===== config.mk =====
export PLATFORM = sky130hd
export DESIGN_NAME = fp_decode_serial
export DESIGN_NICKNAME = d
export VERILOG_FILES = /design/src/rtl/fp_decode_serial_pkg.sv /design/src/rtl/fp_sign_apply.sv /design/src/rtl/fp_decode_serial.sv
export SDC_FILE = /design/constraint.sdc
export NUM_CORES = 1
export LEC_CHECK = 0
export CAP_MARGIN = 20
export CORE_ASPECT_RATIO = 0.75
export CORE_MARGIN = 1
export CORE_UTILIZATION = 52
export DETAILED_ROUTE_END_ITERATION = 12
export PLACE_DENSITY_LB_ADDON = 0.3
export SLEW_MARGIN = 20
export SYNTH_ARGS = -nofsm -noshare
export SYNTH_HDL_FRONTEND = slang
export SYNTH_SLANG_ARGS = --single-unit

===== constraint.sdc =====
create_clock -name clk -period 1.9 [get_ports clk]
set_input_delay 0.475 -clock clk [delete_from_list [all_inputs] [get_ports clk]]
set_output_delay 0.475 -clock clk [all_outputs]
set_load 0.01 [all_outputs]

===== src/rtl/fp_decode_serial_pkg.sv =====
// Shared constants for the float<->linear converter pair: default field widths
// and the decoder FSM state encodings.
package fp_decode_serial_pkg;

    localparam int DEF_EXP_W = 3;
    localparam int DEF_SIG_W = 4;
    localparam int DEF_OUT_W = 12;

    typedef logic [1:0] state_t;

    localparam state_t ST_IDLE  = 2'd0;
    localparam state_t ST_SHIFT = 2'd1;
    localparam state_t ST_DONE  = 2'd2;

endpackage


===== src/rtl/fp_sign_apply.sv =====
// Combinational conditional two's-complement negate of a W-bit value.
module fp_sign_apply #(
    parameter int W = 12
) (
    input  logic         neg,
    input  logic [W-1:0] mag,
    output logic [W-1:0] res
);

    assign res = neg ? -mag : mag;

endmodule


===== src/rtl/fp_decode_serial.sv =====
// Serial float->linear expander: loads the significand, shifts it left once per
// clock for exp steps, then presents the signed result until the consumer takes it.
module fp_decode_serial
    import fp_decode_serial_pkg::*;
#(
    parameter int EXP_W = DEF_EXP_W,
    parameter int SIG_W = DEF_SIG_W,
    parameter int OUT_W = DEF_OUT_W
) (
    input  logic             clk,
    input  logic             rst,
    input  logic             in_valid,
    output logic             in_ready,
    input  logic             in_sign,
    input  logic [EXP_W-1:0] in_exp,
    input  logic [SIG_W-1:0] in_sig,
    output logic             out_valid,
    input  logic             out_ready,
    output logic [OUT_W-1:0] out_data,
    output logic             busy
);

    state_t           state;
    logic [OUT_W-2:0] acc;
    logic [EXP_W-1:0] cnt;
    logic             sgn;
    logic [OUT_W-1:0] signed_val;

    // The magnitude occupies OUT_W-1 bits, so the negate can never overflow.
    fp_sign_apply #(.W(OUT_W)) u_sign_apply (
        .neg (sgn),
        .mag ({1'b0, acc}),
        .res (signed_val)
    );

    // NOTE: state registers use non-blocking assignments so every branch sees
    // the pre-edge values of acc/cnt regardless of statement order.
    always_ff @(posedge clk) begin
        if (rst) begin
            state     <= ST_IDLE;
            acc       <= '0;
            cnt       <= '0;
            sgn       <= 1'b0;
            out_valid <= 1'b0;
            out_data  <= '0;
        end else begin
            case (state)
                ST_IDLE: begin
                    if (in_valid) begin
                        acc   <= {{(OUT_W-1-SIG_W){1'b0}}, in_sig};
                        cnt   <= in_exp;
                        sgn   <= in_sign;
                        state <= ST_SHIFT;
                    end
                end
                ST_SHIFT: begin
                    if (cnt != '0) begin
                        acc <= acc << 1;
                        cnt <= cnt - EXP_W'(1);
                    end else begin
                        out_data  <= signed_val;
                        out_valid <= 1'b1;
                        state     <= ST_DONE;
                    end
                end
                ST_DONE: begin
                    if (out_ready) begin
                        out_valid <= 1'b0;
                        state     <= ST_IDLE;
                    end
                end
                default: state <= ST_IDLE;
            endcase
        end
    end

    assign in_ready = (state == ST_IDLE);
    assign busy     = (state == ST_SHIFT) || (state == ST_DONE);

endmodule


Yosys cells after proc, flatten, opt, wreduce, memory -nomap -nowiden
Cells that the tools add are included.
{"block": "classes", "n_addsub": 2, "bitwise_logic": 1, "muxes": 14, "eq_ne": 6, "reduce_logical": 10}
{"op": "two-way mux 11 bit", "n": 2}
{"op": "case mux 11 bit (2 select lines)", "n": 1}
{"op": "two-way mux 12 bit", "n": 1}
{"op": "negation 11 -> 12 bit", "n": 1}
{"op": "AND reduction 3 bit", "n": 3}
{"op": "inequality test 2 bit (second input constant)", "n": 4}
{"op": "two-way mux 2 bit", "n": 3}
{"op": "two-way mux 3 bit", "n": 2}
{"op": "case mux 2 bit (3 select lines)", "n": 1}
{"op": "case mux 3 bit (2 select lines)", "n": 1}
{"op": "AND reduction 2 bit", "n": 2}
{"op": "nonzero test 2 bit", "n": 2}
{"op": "nonzero test 3 bit", "n": 1}
{"op": "subtractor 3 x 1 -> 3 bit (second input constant)", "n": 1}
{"op": "== test 2 x 1 -> 1 bit (second input constant)", "n": 1}
{"op": "== test 2 bit (second input constant)", "n": 1}
{"op": "logical NOT 2 bit", "n": 1}
{"op": "two-way mux 1 bit", "n": 2}
{"op": "case mux 1 bit (2 select lines)", "n": 1}
{"op": "logical OR 1 bit", "n": 1}
{"op": "NOT 1 bit", "n": 1}
{"block": "word_totals", "ff_bits": 30, "out_inout_bits": 15}

Longest topological paths before layout
Gate-level depths: netlist (run 1).
{"block": "depth", "ltp_word": 3, "depth_mapped": 9}

Hierarchy
Synthesis (run 1) repeated with hierarchy kept, for this count alone.
{"block": "hier_totals", "cells_unflattened": 191, "hier_area_um2": 1637.8}
{"module": "fp_decode_serial", "n_inst": 1, "cells_per_inst": 160, "area_per_inst_um2": 1390.1}
{"module": "fp_sign_apply", "n_inst": 1, "cells_per_inst": 31, "area_per_inst_um2": 247.7}

Worst setup path before layout (run 1)
Ideal clock, no wire load.
{"block": "synth_path", "path_kind": "reg-to-reg", "startpoint": "register cnt[0]", "endpoint": "register acc[4]", "path_stages_with_launch": 10, "period_less_slack_ps": 1681, "n_path_buf": 2, "slack_ps": 219, "arrival_time_ps": 1610, "cell_sequence": "dfxtp_1 inv_1 ha_1 ha_1 and2_1 buf_2 nor2_4 buf_4 nand3_1 a21oi_1"}
{"block": "synth_between", "elab_chain_len": 3}
{"item": "from (decl)", "line": "fp_decode_serial.sv:25", "source": "logic [EXP_W-1:0] cnt;"}
{"item": "from (signal assigned)", "line": "fp_decode_serial.sv:51", "source": "cnt <= in_exp;"}
{"item": "from (signal assigned)", "line": "fp_decode_serial.sv:59", "source": "cnt <= cnt - EXP_W'(1);"}
{"item": "nonzero test 3 bit", "line": "fp_decode_serial.sv:57", "source": "if (cnt != '0) begin"}
{"item": "inequality test 2 bit (no line)"}
{"item": "AND reduction 3 bit (no line)"}
{"item": "to (signal assigned)", "line": "fp_decode_serial.sv:50", "source": "acc <= {{(OUT_W-1-SIG_W){1'b0}}, in_sig};"}
{"item": "to (signal assigned)", "line": "fp_decode_serial.sv:58", "source": "acc <= acc << 1;"}
{"item": "to (decl)", "line": "fp_decode_serial.sv:24", "source": "logic [OUT_W-2:0] acc;"}
No other way between the ends.
A chain may end at the register's enable or synchronous reset.

Final worst setup path (run 1)
{"block": "layout_path", "startpoint": "register state[0]", "endpoint": "output port busy"}
{"block": "layout_between", "elab_chain_len": 2}
{"item": "from (decl)", "line": "fp_decode_serial.sv:23", "source": "state_t state;"}
{"item": "from (signal assigned)", "line": "fp_decode_serial.sv:40", "source": "state <= ST_IDLE;"}
{"item": "from (signal assigned)", "line": "fp_decode_serial.sv:53", "source": "state <= ST_SHIFT;"}
{"item": "from (signal assigned)", "line": "fp_decode_serial.sv:63", "source": "state <= ST_DONE;"}
{"item": "== test 2 x 1 -> 1 bit / == test 2 bit (equally long branches)", "line": "fp_decode_serial.sv:78", "source": "assign busy = (state == ST_SHIFT) || (state == ST_DONE);"}
{"item": "logical OR 1 bit (*)", "line": "fp_decode_serial.sv:78"}
{"item": "to (decl)", "line": "fp_decode_serial.sv:20", "source": "output logic busy"}
Mark *: on every way between the ends. The rest lies on a longest branch, timed or not.

==> out/qor.csv, run 1 <==
metric,value,unit
status,"complete, no violations",
Clock Path Buffers,2,
Final Instance Count excl. Fillers,256,
Final Net Count,239,
Antenna Cells,0,
final setup violating endpoints,0,
vias in the first global route,1342,
DR pass1 iterations,4,
R2R setup slack,0.21,ns
CP cell instances,inv_2 > ha_4 > dlygate4sd2_1,
Tightest Hold Check Type,flop to flop,
Yosys top cell by area,dfxtp_1,
DR DRC count,0,
CTS root buf,clkbuf_8,
hold path startpoint,out_data[7]$_SDFFE_PP0P_,
Yosys top cell area share,38.80,%
setup ws final,0.1820,ns
Top Ports,27,
post-DR wirelength/cell,13.89,um
Synth Net Count,202,
Post-synth EDFFs,0,
CP Depth,3,
reg2reg start,cnt[0]$_SDFFE_PP0P_,
ANT nets after route,0,
achievable frequency,582.1,MHz
DP Cell Count,248,
Tcrit/Tclk final,90.42,%
DP HPWL,2.625,mm
first-pass GRT wire length,5.899,mm
Synth warnings,0,
WS Path Type,flop to output pin,
Initial Utilization,56.85,%
Final Hold Fails,0,
CP bufs+invs,2,
placer congestion estimate,0.7869,
TritonCTS Buffers,5,
pre-CTS setup slack,0.01303,ns
RSZ-0062 raised after global routing,false,
Critical Path Start Type,flop,
CP top delay family,flip-flops,
core footprint,2723,sq um
Crit path largest cell delay,0.37,ns
pin slew with the least headroom to its limit,0.4296,ns
Synth cell types,39,
Power Dens Cells,1494,nW/um^2
Worst path slowest cell,dfxtp_1,
Post-Synthesis Cell Area,1548,sq um
Area after DPL,1899,sq um
sequential-to-total area share from yosys stat,38.80,%
Tmin final,1.718,ns
synthesized flop and latch total,30,
grt total ovfl,0,
leakage,0.7333,nW
Worst setup EP type,output pin,
dominant synthesized flop cell,dfxtp_1,
CTS tree,built,
Port Buffer Count,26,
Setup TNS,0,ns
DR iter-0 viols,60,
area of the multi-input gates,860.8,sq um
row cnt,16,
R2R Path End,cnt[2]$_SDFFE_PP0P_,
fin. max-slew vios,0,
synthesized netlist cell count,183,
Hold Crit Depth,2,
Worst Hold End,out_data[7]$_SDFFE_PP0P_,
syn avg cell area,8.458,sq um
Clock Skew,0.006637,ns
crit path DAT,1.24,ns
via/cell ratio,5.461,
synth top area cells,"dfxtp_1 39%, a21oi_1 5.8%, mux2i_1 5.8%",
antenna violations before repair,0,
register area,600.6,sq um
Die Footprint,3201,sq um
crit path max fanout,3,
Max H-tree Level,2,
die height,49.25,um
DRT Wirelength,3.557,mm
largest net degree at the start of global routing,19,
proportion of layout cells with a drive suffix above 1,15.00,%
synth-to-layout area growth,29.67,%
fin area,2007,sq um
clock latency on the worst-skew pair,0.28,ns
WP data required,1.42,ns
Peak supply drop,0.8224,mV
Async SR Flop Fraction,0,%
Max-slew headroom,71.09,%
"leading cell types in the layout, fill and taps excluded","30 x dfxtp_1, 24 x clkdlybuf4s50_1, 19 x nand2_1, 19 x nor2_1, 18 x a21oi_1",
hold_ws,0.4543,ns
cells on worst reg2reg path,8,
clock sink total,30,
Die W,65.00,um
via count,1398,
"commonest non-fill, non-tap cell in the layout",dfxtp_1,
fill count,221,
max-cap violations,0,
Worst-path clk slew,0.06,ns
All-Layer GR Usage,24.52,%
## Yosys cell counts (all sizes together), types with 2 or more instances
master	n
ha	7
nor3	4
xnor2	5
nand2b	2
a22oi	2
a211oi	8
o31ai	2
nor4	3
dfxtp	30
clkbuf	5
a31oi	2
o21ai	4
mux2i	10
a21oi	19
inv	13
buf	5
nor2	20
nand2	19
nand3	10
## tightest hold or removal path, delay by kind of cell (launching register included)
kind | cells | cell delay [ns]
flops | 1 | 0.32
simple gates | 1 | 0.05
compound gates | 1 | 0.05
## registers in the layout, indices dropped and copies added, names as in the netlist
| name | cells |
|---|---|
| cnt | 3 |
| sgn | 1 |
| out_data | 12 |
| acc | 11 |
| state | 2 |
| out_valid | 1 |
## where the power goes
group | leakage [nW] | switching (W) | internal (W)
sequential | 0.245 | 0.000149 | 0.000792
clock | 0.0383 | 0.000215 | 0.000251
combinational | 0.450 | 0.000825 | 0.000765
total | 0.733 | 0.00119 | 0.00181
## metal layers
layer	routed length [um]	share of wire (%)	vias to the layer above	track usage, %
li1	-	-	709	-
met1	1640	46	643	29.41
met2	1666	47	35	39.41
met3	168	4.7	11	7.710
met4	81	2.3	0	11.85
met5	0	0	-	0
## cell families after synthesis
| group | synth area share [%] |
|---|---|
| AND/OR/NAND/NOR | 19.64 |
| AO/OA/AOI/OAI | 18.35 |
| flip-flops | 38.80 |
| buffers and inverters | 6.467 |
| multiplexers | 7.680 |
| adder cells (fa/ha/maj) | 5.659 |
| XOR/XNOR | 3.395 |
## area by class of cell
class	instances	share of cell area (%)
Sequential cell	30	29.93
Multi-Input combinational cell	130	42.89
Timing Repair Buffer	40	18.70
Tap cell	36	2.244
Inverter	13	2.431
Clock buffer	7	3.803
## worst max-delay path by stage
stage / start / endpoint / slack [ns]
after floorplan: cnt[0]$_SDFFE_PP0P_ / acc[4]$_SDFFE_PP0P_ / 0.22
after global placement: in_valid / acc[0]$_SDFFE_PP0P_ / 0.06
after detailed placement: in_valid / acc[9]$_SDFFE_PP0P_ / 0.01
after CTS: cnt[0]$_SDFFE_PP0P_ / cnt[1]$_SDFFE_PP0P_ / 0.12
after global routing: cnt[0]$_SDFFE_PP0P_ / acc[3]$_SDFFE_PP0P_ / 0.04
final: state[0]$_SDFFE_PP0P_ / busy / 0.18
## metrics by stage
stage / utilization (%) / total power (W)
3_5_place_dp: 69.76 / 0.002443
5_1_grt: 73.71 / 0.003210
2_1_floorplan: - / 0.001922
4_1_cts: 72.93 / 0.002932
3_3_place_gp: 69.76 / 0.002366
6_report: 73.71 / 0.002998
## what timing repair did
action / 4_1_cts / 5_1_grt
setup endpoints to repair: 2 / 8
gates resized for setup: 6 / 1
endpoints found under the hold margin: 0 / 0
setup buffers: 0 / 1
pin swaps: 0 / 1
hold buffers: 0 / 0
gates cloned: 0 / 0
(Power assumes the default switching activity.)
==> run 2, diff against run 1 <==
--- a/config.mk
+++ b/config.mk
@@ -14,4 +14,6 @@
 export SLEW_MARGIN = 20
 export SYNTH_ARGS = -nofsm -noshare
 export SYNTH_HDL_FRONTEND = slang
+export SYNTH_HIERARCHICAL = 1
 export SYNTH_SLANG_ARGS = --single-unit
+export TNS_END_PERCENT = 5
==> run 2 against run 1 <==
Sequential share of layout area down 0.45 points. Critical endpoint is now out_data[8]$_SDFFE_PP0P_. Wire length rose by 2.8%. Cell count grew 2.0%.
==> out/qor.csv, run 2 <==
metric,value,unit
status,"complete, no violations",
Final Hold Fails,0,
syn avg cell area,8.575,sq um
Post-Synth XOR/XNOR Area,5.348,%
top-count cell post-synth,nand2_1,
area of the multi-input gates,937.1,sq um
proportion of layout cells with a drive suffix above 1,17.04,%
Final Net Count,242,
Synth warnings,6,
grt total ovfl,0,
R2R setup slack,0.14,ns
placer congestion estimate,0.8069,
clock sink total,30,
Clock Skew,0.005597,ns
number of post-CTS setup repair buffers,0,
crit path DAT,1.97,ns
row cnt,17,
reg2reg start,acc[1]$_SDFFE_PP0P_,
vias in the first global route,1371,
register area,603.1,sq um
Port Buffer Count,26,
achievable frequency,569.8,MHz
synth top area cells,"dfxtp_1 37%, nand2_1 8.0%, a21oi_1 7.3%",
Post-Synthesis Cell Area,1638,sq um
Setup TNS,0,ns
dominant synthesized flop cell,dfxtp_1,
via count,1465,
largest family of logic cells by synthesized area,compound AO/OA/AOI/OAI gates,
post-DR wirelength/cell,14.00,um
CTS Hold Bufs,0,
WS Path Type,flop to flop,
fin. max-slew vios,0,
Tmin final,1.755,ns
Yosys top cell area share,36.67,%
largest register by flop count,out_data,
crit path max fanout,4,
R2R Path End,out_data[8]$_SDFFE_PP0P_,
RSZ-0062 raised after global routing,false,
Max H-tree Level,2,
adder-cell share of the synthesized area,6.112,%
Clock Path Buffers,2,
Regs by FF count,"out_data x12, acc x11, cnt x3",
CTS root buf,clkbuf_8,
max-cap violations,0,
crit path from,acc[1]$_SDFFE_PP0P_,
Initial Utilization,55.00,%
CTS tree,built,
TritonCTS Buffers,5,
synthesized flop and latch total,30,
Worst setup EP type,flop,
sequential-to-total area share from yosys stat,36.67,%
Critical Path Start Type,flop,
Final Instance Count excl. Fillers,261,
Async SR Flop Fraction,0,%
Peak supply drop,0.9042,mV
first-pass GRT wire length,6.092,mm
Post-synth EDFFs,0,
synth cell count leaders,"35 x nand2_1, 30 x dfxtp_1, 24 x a21oi_1",
ANT nets after route,0,
post-synthesis compound-gate area fraction,21.62,%
Yosys top cell by area,dfxtp_1,
All-Layer GR Usage,24.28,%
DR DRC count,0,
simple-gate portion of the synthesized area,17.65,%
Worst-path clk slew,0.06,ns
largest net degree at the start of global routing,18,
Antenna Cells,0,
Worst Hold End,out_data[5]$_SDFFE_PP0P_,
DR iter-0 viols,50,
DR pass1 iterations,4,
DP HPWL,2.620,mm
Top Ports,27,
final setup violating endpoints,0,
cts repair resizes,8,
Synth cell types,40,
Tcrit/Tclk final,92.37,%
DP Cell Count,253,
DRT Wirelength,3.655,mm
"commonest non-fill, non-tap cell in the layout",nand2_1,
Tightest Hold Check Type,flop to flop,
fill count,240,
via/cell ratio,5.613,
Die W,66.81,um
max FFs per register,12,
mux cell area share after synthesis,5.424,%
"leading cell types in the layout, fill and taps excluded","35 x nand2_1, 28 x dfxtp_1, 24 x a21oi_1, 24 x clkdlybuf4s50_1, 13 x o21ai_0",
leakage,0.7475,nW
Synth Net Count,211,
synth-to-layout area growth,24.90,%
hold path startpoint,out_data[5]$_SDFFE_PP0P_,
cells on worst reg2reg path,7,
antenna violations before repair,0,
Hold Crit Depth,2,
die height,50.60,um
Die Footprint,3380,sq um
synthesized netlist cell count,191,
WP data required,2.11,ns
clock latency on the worst-skew pair,0.28,ns
Power Dens Cells,1417,nW/um^2
core footprint,2978,sq um
run 2: cell types whose count changed in the layout (fill, tap and decap cells not counted), moves of 3 or more:
cell | previous run | this run
nand2_1 | 19 | 35
xnor2_1 | 5 | 10
nand3_1 | 9 | 1
a211oi_1 | 8 | 3
buf_4 | 13 | 9
nor2_1 | 19 | 2
mux2i_1 | 9 | 6
a21oi_1 | 18 | 24
nand4_1 | 0 | 7
o21ai_0 | 4 | 13
nor3_1 | 4 | 1
run 2: report_power, final:
group	switching, W	internal (W)	total, W	leakage [nW]
clock	0.000239	0.000292	0.000530	0.0482
sequential	0.000111	0.000751	0.000862	0.245
combinational	0.000851	0.000654	0.00151	0.455
total	0.00120	0.00170	0.00290	0.748
run 2: worst max-delay path by stage:
stage          depth (start not counted)                   endpoint  slack (ns)
2_1_floorplan                          7  out_data[10]$_SDFFE_PP0P_        0.35
3_3_place_gp                           4      state[1]$_SDFFE_PP0P_        0.14
3_5_place_dp                           4      state[1]$_SDFFE_PP0P_        0.09
4_1_cts                                7   out_data[6]$_SDFFE_PP0P_        0.12
5_1_grt                                7   out_data[8]$_SDFFE_PP0P_        0.01
6_report                               7   out_data[8]$_SDFFE_PP0P_        0.14
run 2: area by class of cell:
class | instances | area share [%]
Tap cell | 38 | 2.324
Timing Repair Buffer | 35 | 15.90
Sequential cell | 30 | 29.48
Clock inverter | 1 | 0.2446
Multi-Input combinational cell | 139 | 45.81
Inverter | 11 | 2.018
Clock buffer | 7 | 4.220
run 2: worst max-delay path: stages, from the launching register on:
cell and delay (ns):
dfxtp_1 0.31, inv_1 0.09, ha_1 0.17, or3b_1 0.43, o31ai_1 0.33, xnor2_1 0.17
nand2_1 0.06, a21oi_1 0.12
run 2: kinds of logic (layout without fill, tap and decap cells):
kind of cell	Yosys count	in the layout
multiplexers	8	8
XOR/XNOR	10	10
other	1	1
AND/OR/NAND/NOR	59	59
AO/OA/AOI/OAI	53	53
buffers and inverters	22	54
flip-flops	30	30
adder cells (fa/ha/maj)	8	8
run 2: stage by stage:
step	util, %	hold WS, ns	total power [W]	instance area, sq um	setup WS [ns]
5_1_grt	68.70	0.4887	0.003103	2046	0.01191
6_report	68.70	0.4579	0.002898	2046	0.1450
2_1_floorplan	-	0.4515	0.001948	1638	0.3452
4_1_cts	68.66	0.4580	0.002886	2044	0.1206
3_5_place_dp	65.17	0.4495	0.002336	1941	0.08845
3_3_place_gp	65.17	0.4435	0.002261	1941	0.1413
run 2: routing by layer:
layer | vias to the layer above | global-route usage, % | routed length (um)
met3 | 7 | 6.136 | 209
met5 | - | 0 | 0
met4 | 0 | 9.574 | 53
met2 | 53 | 38.05 | 1678
li1 | 722 | - | -
met1 | 683 | 31.67 | 1713
==> edit: new RTL, settings of run 2 <==
Change the package constant `DEF_OUT_W` from 12 to 8.
--- a/src/rtl/fp_decode_serial_pkg.sv
+++ b/src/rtl/fp_decode_serial_pkg.sv
@@ -4,7 +4,7 @@
 
     localparam int DEF_EXP_W = 3;
     localparam int DEF_SIG_W = 4;
-    localparam int DEF_OUT_W = 12;
+    localparam int DEF_OUT_W = 8;
 
     typedef logic [1:0] state_t;
 
Ports: changed (resized out_data); port bits go from 27 to 23. The function was not compared with the original's and may differ.
==> edit against run 2 <==
  * Count of clock-buffer cells in the layout down 4
  * Hold slack worse by 0.0011 ns
  * Synthesized area down 23%
  * Final area down 24%
  * Sequential cell count down 8
  * Wire length down 30%
  * Worst setup slack about the same
  * Synthesized cell count down 24%
  * Total power down 28%
==> edit: results <==
export IMPL_status="completed"
export IMPL_place_area_sq_um=1520
export IMPL_dp_cells=200
export IMPL_wire_per_inst_um=12.6
export IMPL_vdd_drop_max_mv=0.934
export IMPL_grt_util_met3_pct=5.26
export IMPL_internal_power_uw=1200
export IMPL_synthMuxAreaShare_pct=7.53
export IMPL_grt_pass1_vias=971
export IMPL_clk_power_uw=211
export IMPL_slowest_stage="dfxtp_2"
export IMPL_netlist_cell_type_count=34
export IMPL_cp_arrival_ns=1.28
export IMPL_fin_nets=191
export IMPL_slowest_delay_ns=0.39
export IMPL_pre_cts_slack_ns=0.0510
export IMPL_total_power_uw=2080
export IMPL_routabilityCongestion=0.774
export IMPL_drive_above_1_share_pct=16.0
export IMPL_htreeDepth=1
export IMPL_synthTopCellsByCount="nand2_1, dfxtp_1, a21oi_1"
export IMPL_use_met2_pct=39.8
export IMPL_synth_xor_area_share_pct=4.16
export IMPL_synth_fa_ha_area_share_pct=7.93
export IMPL_grt_usage_pct=22.5
export IMPL_wl_um=2570
export IMPL_power_leakage_uw=0.000570
export IMPL_clockRootBuffer="clkbuf_4"
export IMPL_pg_seq_uw=693
export IMPL_clock_latency_ns=0.31
export IMPL_globalRouteMet1Util_pct=28.3
[edit: cell count changes after synthesis, sizes merged, moves of 2 or more]
| cell | change |
|---|---|
| buf | -3 |
| xnor2 | -4 |
| o31ai | -2 |
| o41ai | -2 |
| nand2b | +3 |
| a21oi | -8 |
| nand2 | -13 |
| nand4 | -4 |
| or2b | +2 |
| dfxtp | -8 |
| o21ai | -5 |
[edit: worst paths after layout]
path,startpoint,end,slack [ns]
worst max-delay path,state[0]$_SDFFE_PP0P_,busy,0.15
worst min-delay path,out_data[7]$_SDFFE_PP0P_,out_data[7]$_SDFFE_PP0P_,0.46
worst max register to register,cnt[0]$_SDFFE_PP0P_,out_data[5]$_SDFFE_PP0P_,0.22
worst min register to register,out_data[7]$_SDFFE_PP0P_,out_data[7]$_SDFFE_PP0P_,0.46
[edit: critical path: cells and delay by family (launching register included)]
family                     cells  cell delay, ns
DFF                            1            0.39
adders and majority gates      1            0.25
buffers and inverters          2            0.33
[edit: area by class of cell]
cell class                 count  area [sq um]
timing repair buffer          28           263
clock buffer                   3          22.5
tap                           34          42.5
inverter                      11          41.3
sequential                    22           443
multi-input combinational    105           742
fill                         198           736
[edit: cells by family (layout without fill, tap and decap cells)]
family / Yosys count / count (layout)
compound gates: 36 / 36
other cells: 1 / 1
xor+xnor: 6 / 6
buf+inv: 18 / 42
simple gates: 45 / 45
mux: 9 / 9
flops: 22 / 22
fa+ha+maj: 8 / 8
[edit: repair_timing]
item,CTS,global route
endpoints found under the setup margin,2,4
pin swaps,0,0
resized for setup,8,1
hold endpoints to repair,0,0
[edit: layer usage]
layer	part of all wire [%]	routed length [um]
met1	46	1180
met4	0.78	20
met3	3.4	88
met5	0	0
met2	50	1280
